**src/rtl/stack_ctrl.sv**
```systemverilog
`default_nettype none
// ============================================================================
// Module  : stack_ctrl
// Purpose : 8051 stack-pointer owner; sequences PUSH/POP/LCALL/RET requests
//           into single-byte cycles on the internal data RAM port.
// Revision: 1.0 - initial release
// ============================================================================
module stack_ctrl #(
    parameter logic [7:0] SP_RESET = 8'h07,
    parameter int         RAM_AW   = 7
) (
    input  logic              clk,
    input  logic              rst_n,
    input  logic              op_valid,
    output logic              op_ready,
    input  logic [1:0]        op_code,
    input  logic [15:0]       push_data,
    input  logic              sp_wr_en,
    input  logic [7:0]        sp_wr_data,
    output logic [7:0]        sp,
    output logic              op_done,
    output logic [15:0]       pop_data,
    output logic              stk_err,
    output logic              ram_en,
    output logic              ram_read_en,
    output logic              ram_write_en,
    output logic [RAM_AW-1:0] ram_addr,
    output logic [7:0]        ram_wdata,
    input  logic [7:0]        ram_rdata
);

    localparam logic [8:0] c_RAM_DEPTH = 9'(1 << RAM_AW);

    typedef enum logic [2:0] {
        S_IDLE    = 3'd0,
        S_PUSH_LO = 3'd1,
        S_PUSH_HI = 3'd2,
        S_POP_HI  = 3'd3,
        S_POP_LO  = 3'd4,
        S_DONE    = 3'd5
    } state_t;

    state_t      r_state;
    logic [7:0]  r_sp;
    logic        r_is16;
    logic [15:0] r_pdata;
    logic [15:0] r_pop_data;
    logic        r_stk_err;

    logic [7:0]  w_sp_inc;
    logic [7:0]  w_sp_dec;
    logic        w_push;
    logic        w_pop;
    logic        w_push_oor;
    logic        w_pop_oor;
    logic [7:0]  w_rbyte;

    assign w_sp_inc   = r_sp + 8'd1;
    assign w_sp_dec   = r_sp - 8'd1;
    assign w_push     = (r_state == S_PUSH_LO) || (r_state == S_PUSH_HI);
    assign w_pop      = (r_state == S_POP_HI) || (r_state == S_POP_LO);
    assign w_push_oor = ({1'b0, w_sp_inc} >= c_RAM_DEPTH);
    assign w_pop_oor  = ({1'b0, r_sp} >= c_RAM_DEPTH);
    assign w_rbyte    = w_pop_oor ? 8'h00 : ram_rdata;

    // Strobes gated by rst_n so a reset cycle never touches the RAM.
    assign ram_en       = rst_n & (w_push | w_pop);
    assign ram_write_en = rst_n & w_push & ~w_push_oor;
    assign ram_read_en  = rst_n & w_pop & ~w_pop_oor;
    assign ram_addr     = w_push ? w_sp_inc[RAM_AW-1:0] :
                          w_pop  ? r_sp[RAM_AW-1:0]     : '0;
    assign ram_wdata    = (r_state == S_PUSH_LO) ? r_pdata[7:0]  :
                          (r_state == S_PUSH_HI) ? r_pdata[15:8] : 8'h00;

    assign op_ready = (r_state == S_IDLE) & ~sp_wr_en;
    assign op_done  = (r_state == S_DONE);
    assign sp       = r_sp;
    assign pop_data = r_pop_data;
    assign stk_err  = r_stk_err;

    always_ff @(posedge clk) begin
        if (!rst_n) begin
            r_state    <= S_IDLE;
            r_sp       <= SP_RESET;
            r_is16     <= 1'b0;
            r_pdata    <= 16'h0000;
            r_pop_data <= 16'h0000;
            r_stk_err  <= 1'b0;
        end else begin
            case (r_state)
                S_IDLE: begin
                    if (sp_wr_en) begin
                        r_sp      <= sp_wr_data;
                        r_stk_err <= 1'b0;
                    end else if (op_valid) begin
                        r_is16  <= op_code[1];
                        r_pdata <= push_data;
                        if (op_code == 2'b01) begin
                            r_pop_data[15:8] <= 8'h00;
                        end
                        if (!op_code[0]) begin
                            r_state <= S_PUSH_LO;
                        end else if (op_code[1]) begin
                            r_state <= S_POP_HI;
                        end else begin
                            r_state <= S_POP_LO;
                        end
                    end
                end
                S_PUSH_LO: begin
                    r_sp <= w_sp_inc;
                    if (w_push_oor) begin
                        r_stk_err <= 1'b1;
                    end
                    r_state <= r_is16 ? S_PUSH_HI : S_DONE;
                end
                S_PUSH_HI: begin
                    r_sp <= w_sp_inc;
                    if (w_push_oor) begin
                        r_stk_err <= 1'b1;
                    end
                    r_state <= S_DONE;
                end
                S_POP_HI: begin
                    r_pop_data[15:8] <= w_rbyte;
                    r_sp             <= w_sp_dec;
                    if (w_pop_oor) begin
                        r_stk_err <= 1'b1;
                    end
                    r_state <= S_POP_LO;
                end
                S_POP_LO: begin
                    r_pop_data[7:0] <= w_rbyte;
                    r_sp            <= w_sp_dec;
                    if (w_pop_oor) begin
                        r_stk_err <= 1'b1;
                    end
                    r_state <= S_DONE;
                end
                S_DONE: begin
                    r_state <= S_IDLE;
                end
                default: begin
                    r_state <= S_IDLE;
                end
            endcase
        end
    end

endmodule
`default_nettype wire

```
**config.mk**
```make
export PLATFORM = sky130hd
export DESIGN_NAME = stack_ctrl
export DESIGN_NICKNAME = d
export VERILOG_FILES = /design/src/rtl/stack_ctrl.sv
export SDC_FILE = /design/constraint.sdc
export NUM_CORES = 1
export LEC_CHECK = 0
export CORE_ASPECT_RATIO = 2
export CORE_UTILIZATION = 44
export DETAILED_ROUTE_END_ITERATION = 12
export DONT_BUFFER_PORTS = 1
export GPL_TIMING_DRIVEN = 0
export MAX_ROUTING_LAYER = met4
export SLEW_MARGIN = 20
export SYNTH_ARGS = -nofsm -noshare
export SYNTH_HDL_FRONTEND = slang
export SYNTH_SLANG_ARGS = --single-unit
```
**constraint.sdc**
```tcl
create_clock -name clk -period 2.3 [get_ports clk]
set_input_delay 0.46 -clock clk [delete_from_list [all_inputs] [get_ports clk]]
set_output_delay 0.46 -clock clk [all_outputs]
set_load 0.01 [all_outputs]
```
== Word-level counts from Yosys, hierarchy flattened ==
Cells that the tools add are included.
Word-level totals
  register bits: 45
  bits of input ports: 38
  output and inout bits: 45
  logic and storage cells: 67
Cells by class
  add/sub/neg operators: 2
  order comparisons: 2
  equal/unequal tests: 12
  muxes and demuxes: 21
  bitwise logic cells: 10
  reductions and logical operators: 13
Operator list (number)
  2-to-1 mux 8 bit: 7
  case mux 8 bit (3 select lines): 1
  greater-or-equal comparator 8 bit, second input constant: 2
  case mux 8 bit (2 select lines): 1
  2-to-1 mux 3 bit: 5
  2-to-1 mux 7 bit: 2
  case mux 3 bit (4 select lines): 1
  adder 8 x 1 -> 8 bit, second input constant: 1
  AND reduction 4 bit: 2
  subtractor 8 x 1 -> 8 bit, second input constant: 1
  AND 1 bit: 6
  equality test 3 x 2 -> 1 bit, second input constant: 2
  equality test 3 bit, second input constant: 2
  inequality test 2 x 1 -> 1 bit, second input constant: 3
  inequality test 2 bit, second input constant: 3
  OR reduction 2 bit: 3
  AND reduction 2 bit: 2
  equality test 3 x 1 -> 1 bit, second input constant: 1
  zero test 3 bit: 1
  2-to-1 mux 1 bit: 3
  inverter 1 bit: 3
  case mux 1 bit (3 select lines): 1
  AND reduction 3 bit: 1
  nonzero test 3 bit: 1
  4 further kinds: 5

== Logic depth before layout (Yosys ltp) ==
  depth after elaboration: 5
  gate-level depth with buffers: 8

== Worst setup path after synthesis ==
No wires, ideal clock.
  path kind: register to output
  from: reg r_sp[1], in the netlist sp[1]
  to: out ram_addr[6]
  data arrival time: 1.400 ns
  setup slack: 0.440 ns
  stages on the path, launching flop included: 5
  cells stage by stage: dfxtp_1 -> ha_1 -> and3_1 -> nand3_1 -> o31ai_1
On the way
  word-level cells in the longest chain between the ends: 2
Ends and longest elaborated chain
  start, declared: RTL line 44  | logic [7:0] r_sp;
  start signal, assigned: RTL line 93  | r_sp <= sp_wr_data;
  start signal, assigned: RTL line 111  | r_sp <= w_sp_inc;
  start signal, assigned: RTL line 118  | r_sp <= w_sp_inc;
  adder 8 x 1 -> 8 bit: RTL line 58  | assign w_sp_inc = r_sp + 8'd1;
  2-to-1 mux 7 bit: RTL line 70  | assign ram_addr = w_push ? w_sp_inc[RAM_AW-1:0] :
  end, declared: RTL line 27  | output logic [RAM_AW-1:0] ram_addr,
Every way passes these cells.

== Final worst setup path ==
  from: reg r_sp[0], in the netlist sp[0]
  to: out ram_write_en
On the way
  word-level cells in the longest chain between the ends: 4
Ends and longest elaborated chain
  adder 8 x 1 -> 8 bit: RTL line 58
  greater-or-equal comparator 8 bit: RTL line 62  | assign w_push_oor = ({1'b0, w_sp_inc} >= c_RAM_DEPTH);
  inverter 1 bit: RTL line 68  | assign ram_write_en = rst_n & w_push & ~w_push_oor;
  AND 1 bit: RTL line 68
  end, declared: RTL line 26  | output logic ram_write_en,
Every way passes these cells.

==> impl_metrics.py <==
metrics = {
    "timing": {
        "timing.final.crit_share": 0.963,
        "timing.fmax_ghz": 0.452,
        "hold_violations": 0,
        "rsz0062_at_grt": "no",
        "fin_skew_ns": 0.00596,
        "tightestPinTransition_ns": 0.542,
        "drv_slew": 0,
        "finalSetupTns_ns": 0,
        "relSlewSlack": 0.639,
        "finalSetupViolCount": 0,
        "period_needed_ns": 2.21,
    },
    "placement": {
        "dp.cells": 404,
        "dp_hpwl_um": 5430,
        "place.gp.congestion": 0.867,
        "post_dp_cell_area_sq_um": 2660,
        "portBuffers": 0,
    },
    "floorplan": {
        "row_count": 39,
        "die_area_sq_um": 6210,
        "ioPinCount": 83,
        "core_area_sq_um": 5710,
        "die_y_um": 110,
        "die_w_um": 56.2,
        "start_util": 0.453,
    },
    "run_status": {
        "status": "complete, no violations",
    },
    "critical_path": {
        "arrival_ns": 1.75,
        "setup.worst_path.start_class": "flop",
        "path_max_fanout": 10,
        "rr_worst_depth": 8,
        "crit_path_end_kind": "primary output",
        "cp.required_ns": 1.84,
        "worst-setup-path-type": "flop to primary output",
    },
    "clock_network": {
        "htree_levels": 2,
        "cts_root_buf": "clkbuf_16",
        "cts_tree": "built",
        "worstSkewPairLatency_ns": 0.28,
        "clk_pin_slew_ns": 0.07,
        "clk_path_buf_depth": 2,
        "cts_inserted_buffers": 5,
        "clock_sinks": 45,
    },
    "final_layout": {
        "seqCellArea_sq_um": 908,
        "stdcell_count": 411,
        "multi_input_area_sq_um": 1550,
        "diodes": 0,
        "drive_gt1_frac": 0.131,
        "area_growth_pct": 10.3,
        "layout.nets": 389,
        "fin_util": 0.500,
        "n_fill_cell": 595,
        "stdcell_area_sq_um": 2860,
    },
    "yosys": {
        "netlist_area_sq_um": 2590,
        "ys.flop_type": "dfxtp_1",
        "syn_nets": 383,
        "ys_ff_latch": 45,
        "yosysTopAreaCellShare": 0.348,
        "ys_async_sr_fraction": 0,
        "yosys_warnings": 0,
        "synth_area_per_cell_sq_um": 7.54,
        "syn_inst": 343,
        "synth_common_cells": "76 x nand2_1, 45 x dfxtp_1, 26 x a21boi_0",
        "synth_cell_types": 53,
        "yosysMostFrequentCell": "nand2_1",
        "ys_seq_area_frac": 0.348,
        "synthTopCellsByArea": "dfxtp_1 35%, nand2_1 11%, a21boi_0 7.5%",
        "yosys.area.top_type": "dfxtp_1",
        "synth_edf_count": 0,
    },
    "routing": {
        "wl_um": 7060,
        "wl_per_cell_um": 17.2,
        "antenna_left": 0,
        "route.detailed.drc": 0,
        "drt_iter0_markers": 112,
        "routed-via-count": 2403,
        "viasPerCell": 5.85,
        "firstDrtPassIters": 4,
    },
    "power": {
        "peakVddDrop_v": 0.000664,
        "leakagePower_nw": 1.04,
        "powerDensity_nw_per_um2": 842,
    },
    "global_routing": {
        "antenna_found_initial": 0,
        "grt_max_degree": 16,
        "grtUsageTotal": 0.243,
        "grt-ovfl-total": 0,
        "grt_pass1_vias": 2402,
        "grt_pass1_wl_um": 11800,
    },
    "run": {
        "cap_violations": 0,
    },
    "hold_path": {
        "hold_path_class": "input pin to flop",
        "whs_path_depth": 2,
    },
}
## placed cells by master (no fill, tap or decap), drive strengths merged, types with 2 or more instances in the layout
cell / Yosys / routed
and3: 4 / 4
o31ai: 2 / 2
inv: 4 / 5
o311ai: 3 / 3
o211ai: 3 / 3
a21oi: 10 / 10
clkbuf: 12 / 18
dfxtp: 45 / 45
ha: 2 / 2
and3b: 2 / 2
nor2: 24 / 24
a22oi: 16 / 16
buf: 17 / 15
xor2: 4 / 4
nor2b: 23 / 23
nand2b: 3 / 3
nor4: 2 / 2
o21ai: 24 / 24
nand3: 2 / 2
a21boi: 27 / 27
nand2: 76 / 76
nor3b: 4 / 4
o21a: 2 / 2
a31oi: 7 / 7
a211oi: 2 / 2
and2: 3 / 3
nor3: 4 / 4
or2: 2 / 2
## sequential cells by signal, indices dropped and copies added (netlist names)
register  flops
sp            8
r_pdata      16
pop_data     16
r_is16        1
stk_err       1
r_state       3
## repair_timing
item,CTS,global route
hold buffers,0,0
resized for setup,5,22
setup endpoints to repair,3,15
buffers inserted,0,0
## kinds of logic (layout without fill, tap and decap cells)
logic type	count (synthesis)	after routing	synth area share
simple gates	152	152	0.275
xor+xnor	5	5	0.0169
compound gates	106	106	0.287
flops	45	45	0.348
fa+ha+maj	2	2	0.00967
buf+inv	33	40	0.0633
## metrics by stage
step	power [mW]	worst slack [ns]	hold slack (ns)
detailed placement	1.67	0.184	0.456
global route	2.55	0.00191	0.317
finish	2.40	0.0854	0.319
floorplan	1.50	0.440	0.443
global placement	1.66	0.206	0.453
CTS	2.40	0.00960	0.319
## worst max-delay path: stages (launching register included)
cell	delay, ns
dfxtp_2	0.40
buf_4	0.19
nand3_1	0.17
nor3_2	0.25
xnor2_1	0.20
and3_4	0.26
## worst paths after layout
check,end,slack (ns),from
setup / recovery,ram_write_en,0.09,sp[0]$_SDFFE_PN1P_
setup reg to reg,sp[6]$_SDFFE_PN0P_,0.27,sp[0]$_SDFFE_PN1P_
hold reg to reg,r_pdata[7]$_SDFFE_PN0P_,0.46,r_pdata[7]$_SDFFE_PN0P_
hold / removal,r_pdata[10]$_SDFFE_PN0P_,0.32,push_data[10]
## final cells by class
| class | count | area share |
|---|---|---|
| buffer | 28 | 0.0548 |
| inverter | 4 | 0.00526 |
| sequential | 45 | 0.318 |
| tap | 61 | 0.0267 |
| clock buffer | 5 | 0.0438 |
| multi-input combinational | 265 | 0.544 |
| clock inverter | 3 | 0.00745 |
## power breakdown
group / switching (mW) / internal, mW
Combinational: 0.462 / 0.273
Clock: 0.316 / 0.405
Sequential: 0.0916 / 0.858
## routing by layer
layer	routed length [um]	vias to the layer above	GRT usage
met1	2740	1118	0.261
met4	113	0	0.0585
li1	-	1202	-
met3	321	8	0.0398
met2	3890	75	0.452
met5	0	-	-
Power figures use the tool's default switching activity.
